==> config.mk <==
export PLATFORM = sky130hd
export DESIGN_NAME = byte_rx
export DESIGN_NICKNAME = d
export VERILOG_FILES = /design/src/rtl/byte_rx_pkg.sv /design/src/rtl/byte_rx_sync.sv /design/src/rtl/byte_rx.sv
export SDC_FILE = /design/constraint.sdc
export NUM_CORES = 1
export LEC_CHECK = 0
export CORE_UTILIZATION = 55
export DETAILED_ROUTE_END_ITERATION = 8
export PLACE_DENSITY = 0.84
export SLEW_MARGIN = 20
export SYNTH_ARGS = -nofsm -noshare
export SYNTH_HDL_FRONTEND = slang
export SYNTH_SLANG_ARGS = --single-unit
==> constraint.sdc <==
create_clock -name clk -period 1.8 [get_ports clk]
set_input_delay 0.36 -clock clk [delete_from_list [all_inputs] [get_ports clk]]
set_output_delay 0.36 -clock clk [all_outputs]
set_load 0.01 [all_outputs]
==> src/rtl/byte_rx_pkg.sv <==
// -----------------------------------------------------------------------------
// byte_rx_pkg
// Shared definitions for the byte_rx serial receiver: FSM state encoding,
// default frame geometry and the parity sense used when the optional parity
// bit (BYTE_RX_PARITY_EN) is compiled in.
// -----------------------------------------------------------------------------
package byte_rx_pkg;

   localparam int DEF_CLKS_PER_BIT = 16;
   localparam int DEF_DATA_W       = 8;

   // Even parity: XOR of all data bits and the parity bit must be 0.
   localparam logic PARITY_SENSE = 1'b0;

   typedef enum logic [2:0] {
      IDLE      = 3'd0,
      START     = 3'd1,
      DATA      = 3'd2,
      PARITY    = 3'd3,
      STOP      = 3'd4,
      WAIT_HIGH = 3'd5
   } rx_state_t;

   // data_xor is the reduction XOR of the received data bits.
   function automatic logic parity_ok(input logic data_xor, input logic pbit);
      return (data_xor ^ pbit) == PARITY_SENSE;
   endfunction

endpackage

==> src/rtl/byte_rx_sync.sv <==
// -----------------------------------------------------------------------------
// byte_rx_sync
// Two-flop synchronizer for an asynchronous single-bit input. Flops reset to
// RST_VAL (default 1, the idle level of a serial line) so that reset never
// looks like a falling edge downstream.
//
// Ports:
//   clk  - system clock, rising edge
//   rst  - asynchronous active-high reset
//   d    - asynchronous input
//   q    - synchronized output (two cycles of latency)
// -----------------------------------------------------------------------------
module byte_rx_sync #(
   parameter logic RST_VAL = 1'b1
) (
   input  logic clk,
   input  logic rst,
   input  logic d,
   output logic q
);

   logic meta;

   always_ff @(posedge clk or posedge rst) begin
      if (rst) begin
         meta <= RST_VAL;
         q    <= RST_VAL;
      end else begin
         meta <= d;
         q    <= meta;
      end
   end

endmodule

==> src/rtl/byte_rx.sv <==
// -----------------------------------------------------------------------------
// byte_rx
// Oversampling serial-to-parallel receiver. Frames start / DATA_W data bits
// (LSB first) / stop on an idle-high line and presents each correctly framed
// byte on data_out with a one-cycle load strobe. All registered outputs change
// only on rising clk edges, so a downstream falling-edge register sees them
// stable.
//
// Optional feature: define BYTE_RX_PARITY_EN to add an even-parity bit between
// the data bits and the stop bit, plus the parity_err output.
//
// Ports:
//   clk        - system clock, rising edge
//   rst        - asynchronous active-high reset
//   rxd        - asynchronous serial input, idle high
//   data_out   - last correctly framed byte (held between loads)
//   load       - one-cycle pulse, data_out newly valid
//   busy       - high while a frame (or a break wait) is in progress
//   frame_err  - one-cycle pulse, stop bit sampled low
//   parity_err - one-cycle pulse, parity mismatch (BYTE_RX_PARITY_EN only)
//
// state     | meaning
// ----------+----------------------------------------------------------------
// IDLE      | line idle, waiting for synchronized rxd to go low
// START     | timing to mid start bit; high there means a glitch
// DATA      | sampling DATA_W data bits at one-bit intervals
// PARITY    | sampling the parity bit (BYTE_RX_PARITY_EN only)
// STOP      | sampling the stop bit; decides load / error pulse
// WAIT_HIGH | stop bit was low (break); wait for line high before rearming
// -----------------------------------------------------------------------------
module byte_rx
   import byte_rx_pkg::*;
#(
   parameter int CLKS_PER_BIT = DEF_CLKS_PER_BIT,
   parameter int DATA_W       = DEF_DATA_W
) (
   input  logic              clk,
   input  logic              rst,
   input  logic              rxd,
   output logic [DATA_W-1:0] data_out,
   output logic              load,
   output logic              busy,
   output logic              frame_err
`ifdef BYTE_RX_PARITY_EN
   ,
   output logic              parity_err
`endif
);

   localparam int CW = $clog2(CLKS_PER_BIT);
   localparam int IW = $clog2(DATA_W + 1);

   localparam logic [CW-1:0] CNT_HALF = CW'(CLKS_PER_BIT / 2 - 1);
   localparam logic [CW-1:0] CNT_FULL = CW'(CLKS_PER_BIT - 1);
   localparam logic [IW-1:0] IDX_LAST = IW'(DATA_W - 1);

   logic              rxs;
   rx_state_t         state, state_nxt;
   logic [CW-1:0]     cnt, cnt_nxt;
   logic [IW-1:0]     idx, idx_nxt;
   logic [DATA_W-1:0] shift, shift_nxt;
   logic [DATA_W-1:0] data_nxt;
   logic              load_nxt;
   logic              ferr_nxt;
`ifdef BYTE_RX_PARITY_EN
   logic              par_bad, par_bad_nxt;
   logic              perr_nxt;
`endif

   byte_rx_sync #(
      .RST_VAL (1'b1)
   ) u_sync (
      .clk (clk),
      .rst (rst),
      .d   (rxd),
      .q   (rxs)
   );

   assign busy = (state != IDLE);

   always_ff @(posedge clk or posedge rst) begin
      if (rst) begin
         state     <= IDLE;
         cnt       <= '0;
         idx       <= '0;
         shift     <= '0;
         data_out  <= '0;
         load      <= 1'b0;
         frame_err <= 1'b0;
`ifdef BYTE_RX_PARITY_EN
         par_bad    <= 1'b0;
         parity_err <= 1'b0;
`endif
      end else begin
         state     <= state_nxt;
         cnt       <= cnt_nxt;
         idx       <= idx_nxt;
         shift     <= shift_nxt;
         data_out  <= data_nxt;
         load      <= load_nxt;
         frame_err <= ferr_nxt;
`ifdef BYTE_RX_PARITY_EN
         par_bad    <= par_bad_nxt;
         parity_err <= perr_nxt;
`endif
      end
   end

   always_comb begin
      state_nxt = state;
      cnt_nxt   = cnt + CW'(1);
      idx_nxt   = idx;
      shift_nxt = shift;
      data_nxt  = data_out;
      load_nxt  = 1'b0;
      ferr_nxt  = 1'b0;
`ifdef BYTE_RX_PARITY_EN
      par_bad_nxt = par_bad;
      perr_nxt    = 1'b0;
`endif

      case (state)
         IDLE: begin
            cnt_nxt = '0;
            if (!rxs) begin
               state_nxt = START;
            end
         end

         // Sample at mid start bit; a high level here was only a glitch.
         START: begin
            if (cnt == CNT_HALF) begin
               cnt_nxt   = '0;
               idx_nxt   = '0;
               state_nxt = rxs ? IDLE : DATA;
            end
         end

         // LSB arrives first, so shifting in at the MSB leaves bit 0 at
         // position 0 once all DATA_W bits are in.
         DATA: begin
            if (cnt == CNT_FULL) begin
               cnt_nxt   = '0;
               shift_nxt = {rxs, shift[DATA_W-1:1]};
               idx_nxt   = idx + IW'(1);
               if (idx == IDX_LAST) begin
`ifdef BYTE_RX_PARITY_EN
                  state_nxt = PARITY;
`else
                  state_nxt = STOP;
`endif
               end
            end
         end

`ifdef BYTE_RX_PARITY_EN
         // Parity verdict is held until the stop sample so that a bad stop
         // bit can still override it.
         PARITY: begin
            if (cnt == CNT_FULL) begin
               cnt_nxt     = '0;
               par_bad_nxt = !parity_ok(^shift, rxs);
               state_nxt   = STOP;
            end
         end
`endif

         STOP: begin
            if (cnt == CNT_FULL) begin
               cnt_nxt = '0;
               if (rxs) begin
                  state_nxt = IDLE;
`ifdef BYTE_RX_PARITY_EN
                  if (par_bad) begin
                     perr_nxt = 1'b1;
                  end else begin
                     load_nxt = 1'b1;
                     data_nxt = shift;
                  end
`else
                  load_nxt = 1'b1;
                  data_nxt = shift;
`endif
               end else begin
                  ferr_nxt  = 1'b1;
                  state_nxt = WAIT_HIGH;
               end
            end
         end

         // A held-low (break) line must not look like a new start bit.
         WAIT_HIGH: begin
            cnt_nxt = '0;
            if (rxs) begin
               state_nxt = IDLE;
            end
         end

         default: begin
            cnt_nxt   = '0;
            state_nxt = IDLE;
         end
      endcase
   end

endmodule
==> Yosys cells after proc, flatten, opt, wreduce, memory -nomap -nowiden <==
Cells that the tools add are included.
{ "totals": {"regBits": 31, "input_bits": 3, "out_inout_bits": 11, "wordCells": 53} }
{ "classes": {"add_sub_neg": 2, "n_eq_ne": 13, "mux": 21, "n_reduce_logical": 8} }
{ "op_table": {"columns": ["op", "count"], "rows": [
  ["$mux 3", 7],
  ["$mux 4", 4],
  ["$pmux 4 s2", 2],
  ["$pmux 3 s5", 1],
  ["$ne 2x2->1 const B", 5],
  ["$add 4x1->4 const B", 2],
  ["$eq 4x3->1 const B", 2],
  ["$eq 3x3->1 const B", 2],
  ["$mux 1", 6],
  ["$reduce_and 3->1", 2],
  ["$reduce_and 6->1", 1],
  ["$eq 4x4->1 const B", 1],
  ["$eq 3x1->1 const B", 1],
  ["$eq 3x2->1 const B", 1],
  ["$logic_not 3->1", 1],
  ["$reduce_bool 3->1", 1],
  ["$mux 2", 1],
  ["$ne 2x1->1 const B", 1],
  ["$reduce_and 2->1", 1],
  ["$reduce_bool 2->1", 1],
  ["$reduce_or 2->1", 1]
]} }

==> Longest topological paths before layout <==
Gate-level depths: netlist (run 1).
{ "logic_depth": {"ltp_word": 4, "ltp_mapped": 5, "ltp_nobuf": 4} }

==> Modules after synthesis <==
A second synthesis (run 1) with hierarchy kept.
{ "unflattened": {"hier_cells": 113, "hier_area_um2": 1400.1} }
{ "by_module_without_submodules": {"columns": ["module", "instances", "cells_each", "area_per_inst_um2", "seq_area_each_um2"], "rows": [
  ["byte_rx", 1, 110, 1343.8, 725.7],
  ["byte_rx_sync", 1, 3, 56.3, 52.6]
]} }

==> Worst setup path before layout (run 1) <==
No wires, ideal clock.
{ "synth_path": {"path_type": "register -> register", "start": "register cnt[0]", "end": "register shift[0]", "setup_time_ns": 0.125, "arrival_ns": 1.447, "required_time_ns": 1.675, "slack_ns": 0.228, "path_stages_with_launch": 6, "path_buffers": 1, "synth_period_minus_slack_ns": 1.572, "cell_sequence": "dfrtp_1 -> ha_1 -> and3_1 -> buf_4 -> nand2_2 -> mux2_2"} }
{ "synth_between": {"elab_chain_len": 2} }
{ "synth_lines": {"columns": ["element", "line_no", "text"], "rows": [
  ["start: declaration", "byte_rx.sv:59", "logic [CW-1:0] cnt, cnt_nxt;"],
  ["start signal: assignment", "byte_rx.sv:96", "cnt <= cnt_nxt;"],
  ["$eq 4x4->1", "byte_rx.sv:142", "if (cnt == CNT_FULL) begin"],
  ["$reduce_and 2->1 (no line)", null, null],
  ["end signal: assignment", "byte_rx.sv:98", "shift <= shift_nxt;"],
  ["end: declaration", "byte_rx.sv:61", "logic [DATA_W-1:0] shift, shift_nxt;"]
]} }
No other way between the ends.
A chain may end at the register's enable or synchronous reset.

==> Worst setup path in the final report (run 1) <==
{ "layout_path": {"start": "register cnt[0]", "end": "register shift[1]"} }
The elaborated chain is that of the path after synthesis.

==> results of run 1 <==
[routing by layer]
layer	GRT usage [%]	part of all wire [%]	vias up
li1	-	-	449
met3	7.018	5.0	9
met2	31.20	46	25
met1	32.68	46	457
met4	12.72	2.5	0
met5	0	0	-
[final cells by class]
class / count / area, um2
clock buffers: 6 / 51.30
repair buffers: 18 / 166.4
multi-input cells: 71 / 560.5
flip-flops and latches: 31 / 780.7
inverters: 6 / 22.52
fillers: 162 / 645.6
clock inverters: 2 / 35.03
well taps: 28 / 35.03
[cells in the mapped netlist, drive strengths merged]
master	instances	area, um2
o311ai	1	8.760
ha	2	25.02
a211oi	1	7.510
dfstp	2	52.55
inv	6	22.52
nand2b	2	12.51
buf	4	25.02
a32o	1	10.01
mux2	16	180.2
mux2i	1	10.01
a2111oi	1	8.760
or4	1	7.510
o21ai	3	15.01
nand3	2	10.01
xnor2	2	17.52
and2	1	6.260
nor2	6	22.52
xor2	1	8.760
o221ai	1	8.760
nand2	6	25.03
a21oi	3	15.01
dfrtp	29	725.7
and3	3	18.77
a211o	1	8.760
nand4	3	33.78
o211ai	3	22.52
or3	1	6.260
nor3b	1	12.51
or3b	1	11.26
nor3	3	15.01
nand3b	3	22.52
o21a	1	7.510
[layout by cell type, fill, tap and decap left out, types with 5 or more instances in the layout]
| master | count |
|---|---|
| sky130_fd_sc_hd__inv_1 | 6 |
| sky130_fd_sc_hd__dfrtp_1 | 27 |
| sky130_fd_sc_hd__nor2_1 | 5 |
| sky130_fd_sc_hd__buf_4 | 5 |
| sky130_fd_sc_hd__clkdlybuf4s50_1 | 12 |
| sky130_fd_sc_hd__nand2_1 | 5 |
| sky130_fd_sc_hd__mux2_2 | 16 |
| sky130_fd_sc_hd__clkbuf_4 | 5 |
[per-stage QoR]
stage | instance area, um2 | total power (W) | hold slack, ps
6_report | 1652 | 0.001732 | 363.3
3_5_place_dp | 1546 | 0.001168 | 351.1
5_1_grt | 1652 | 0.001824 | 367.4
3_3_place_gp | 1546 | 0.001155 | 347.8
2_1_floorplan | 1384 | 0.001091 | 345.2
4_1_cts | 1652 | 0.001745 | 365.0
[worst max-delay path by stage]
stage                                    to  slack [ps]  cells past startpoint        startpoint
floorplan              shift[0]$_DFFE_PP0P_         230                      5  cnt[0]$_DFF_PP0_
global placement       shift[0]$_DFFE_PP0P_         190                      4  cnt[0]$_DFF_PP0_
detailed placement  data_out[4]$_DFFE_PP0P_         130                      4  cnt[0]$_DFF_PP0_
CTS                    shift[1]$_DFFE_PP0P_         120                      4  cnt[0]$_DFF_PP0_
global route        data_out[6]$_DFFE_PP0P_          20                      4  cnt[0]$_DFF_PP0_
finish                 shift[1]$_DFFE_PP0P_         130                      4  cnt[0]$_DFF_PP0_
[cells by family (layout without fill, tap and decap cells)]
| kind of cell | Yosys count | after routing | synth area share [%] |
|---|---|---|---|
| simple gates | 33 | 33 | 14.74 |
| flops | 31 | 31 | 56.24 |
| mux | 17 | 17 | 13.74 |
| compound gates | 16 | 16 | 8.138 |
| buf+inv | 10 | 32 | 3.435 |
| xor+xnor | 3 | 3 | 1.899 |
| fa+ha+maj | 2 | 2 | 1.808 |
[critical path, stage by stage (launching register included)]
cell and delay [ps]:
sky130_fd_sc_hd__dfrtp_1 400, sky130_fd_sc_hd__ha_1 260, sky130_fd_sc_hd__and3_1 300, sky130_fd_sc_hd__nand2_2 230, sky130_fd_sc_hd__mux2_2 370
[state kept, by name, indices dropped and copies added, names as in the netlist]
| signal | cells |
|---|---|
| u_sync.q | 1 |
| cnt | 4 |
| shift | 8 |
| frame_err | 1 |
| idx | 4 |
| u_sync.meta | 1 |
| load | 1 |
| data_out | 8 |
| state | 3 |
[report_power, final]
group	total (W)	switching, W	internal (W)
sequential	0.000813	0.0000535	0.000759
clock	0.000557	0.000229	0.000328
combinational	0.000363	0.000202	0.000161
total	0.00173	0.000484	0.00125
[repair_timing]
action	in CTS	in global routing
setup buffers	2	0
setup endpoints to repair	1	0
gates resized for setup	4	0
==> impl_metrics.sql, run 1 <==
INSERT INTO impl_metrics (metric_group, metric, value, unit) VALUES
('sta', 'final.min_clock_period', '1674', 'ps'),
('global_route', 'grt_antenna_before_repair', '0', ''),
('sta', 'drv_slew', '0', ''),
('power', 'ir_worst_vdd', '1.151', 'mV'),
('sta', 'tightestPinTransition', '399.9', 'ps'),
('sta', 'setup_repair_after_global_routing_missed_its_margin', 'false', ''),
('global_route', 'first_global_vias', '885', ''),
('floorplanning', 'core_region_area', '2297', 'um2'),
('detailed_routing', 'vias_per_cell', '5.802', ''),
('clock_network', 'ctsHtreeMaxLevel', '2', ''),
('min_path', 'min-delay-start', 'u_sync.meta$_DFF_PP1_', ''),
('logic_synthesis', 'syn-instance-count', '112', ''),
('setup_path', 'critical_path_required', '2010', 'ps'),
('detailed_routing', 'route.final.wire_length', '2439', 'um'),
('floorplanning', 'floorplan.die.width', '52.16', 'um'),
('clock_network', 'maximum_clock_path_buffer_count', '2', ''),
('sta', 'timing.final.crit_share', '93.02', '%'),
('finish', 'post-route-util', '71.90', '%'),
('place', 'detailedPlacementHpwl', '1635', 'um'),
('sta', 'fin_tns_setup', '0', 'ps'),
('global_route', 'grt_util_all_layers', '23.00', '%'),
('sta', 'timing.final.setup_violations', '0', ''),
('setup_path', 'crit_type', 'register to register', ''),
('finish', 'final-instance-count-excl-fill', '162', ''),
('clock_network', 'insertion_delay', '330', 'ps'),
('clock_network', 'cts_clk_pin_slew_worst_paths', '90', 'ps'),
('floorplanning', 'die_h', '52.16', 'um'),
('sta', 'final_skew', '10.61', 'ps'),
('setup_path', 'ff2ff_path_depth', '4', ''),
('clock_network', 'cts_buffers', '5', ''),
('setup_path', 'r2r-end', 'shift[1]$_DFFE_PP0P_', ''),
('setup_path', 'r2r_start', 'cnt[0]$_DFF_PP0_', ''),
('power', 'power-per-cell-area', '1049', 'nW/um2'),
('min_path', 'hold_depth', '0', ''),
('logic_synthesis', 'synth.lib_cells_used.distinct', '35', ''),
('sta', 'finalHoldViolCount', '0', ''),
('sta', 'timing.fmax', '0.5972', 'GHz'),
('detailed_routing', 'drtAntennaViolNets', '0', ''),
('sta', 'timing.final.ws_setup', '125.6', 'ps'),
('finish', 'areaGrowthSynthToFinish', '19.35', '%'),
('setup_path', 'critical_path.startpoint_type', 'register', ''),
('place', 'place.gp.congestion', '0.9325', ''),
('clock_network', 'hold_buf_count_cts', '0', ''),
('setup_path', 'regToRegSetupSlack', '130', 'ps'),
('min_path', 'hold_path_end', 'u_sync.q$_DFF_PP1_', ''),
('detailed_routing', 'drt_drc_violations_left', '0', ''),
('detailed_routing', 'initialDrtViolationCount', '19', ''),
('floorplanning', 'i_o_pin_count', '14', ''),
('run', 'max_cap_viol_count', '0', ''),
('place', 'place.port_buffers', '13', ''),
('place', 'place_worst_setup_slack', '127.4', 'ps'),
('floorplanning', 'start_util', '60.24', '%'),
('logic_synthesis', 'syn_area', '1384', 'um2'),
('floorplanning', 'area_of_the_die', '2721', 'um2'),
('logic_synthesis', 'proportion_of_synthesized_chip_area_in_sequential_cells', '56.24', '%'),
('setup_path', 'cp.arrival', '1880', 'ps'),
('detailed_routing', 'detail_route.first_pass.iterations', '4', ''),
('logic_synthesis', 'mappedNetlistNets', '117', ''),
('clock_network', 'ctsRootBufferMaster', 'sky130_fd_sc_hd__clkbuf_4', ''),
('setup_path', 'worstPathMaxFanout', '10', ''),
('finish', 'final_nets', '138', ''),
('min_path', 'worst_hold_path_class', 'register to register', ''),
('floorplanning', 'num_rows', '17', ''),
('detailed_routing', 'vias', '940', ''),
('setup_path', 'setup.worst_path.end_class', 'register', ''),
('global_route', 'pin_count_of_the_biggest_net_entering_global_routing', '32', ''),
('logic_synthesis', 'yosys_register_bits', '31', ''),
('logic_synthesis', 'synthesis.yosys.warnings', '0', ''),
('global_route', 'grt_overflow_total', '0', ''),
('finish', 'final_layout_size_suffix_gt1_share', '28.36', '%'),
('outcome', 'status', 'completed', ''),
('logic_synthesis', 'synthesis.area_per_instance', '12.36', 'um2'),
('global_route', 'wire_length_of_the_first_global_routing_pass', '4243', 'um'),
('power', 'p_leak', '0.7909', 'nW'),
('clock_network', 'clkSinkCount', '31', ''),
('place', 'dp.cells', '152', ''),
('finish', 'antenna_cells', '0', ''),
('detailed_routing', 'detail_route.wl_per_cell', '15.06', 'um'),
('clock_network', 'cts_tree', 'built', ''),
('sta', 'relSlewSlack', '72.65', '%');
Power figures use the tool's default switching activity.
==> run 2, diff against run 1 <==
--- a/config.mk
+++ b/config.mk
@@ -7,6 +7,7 @@
 export LEC_CHECK = 0
 export CORE_UTILIZATION = 55
 export DETAILED_ROUTE_END_ITERATION = 8
+export GPL_ROUTABILITY_DRIVEN = 0
 export PLACE_DENSITY = 0.84
 export SLEW_MARGIN = 20
 export SYNTH_ARGS = -nofsm -noshare
==> results of run 2 <==
No change in the layout: final DEF, timing and power equal those of run 1.
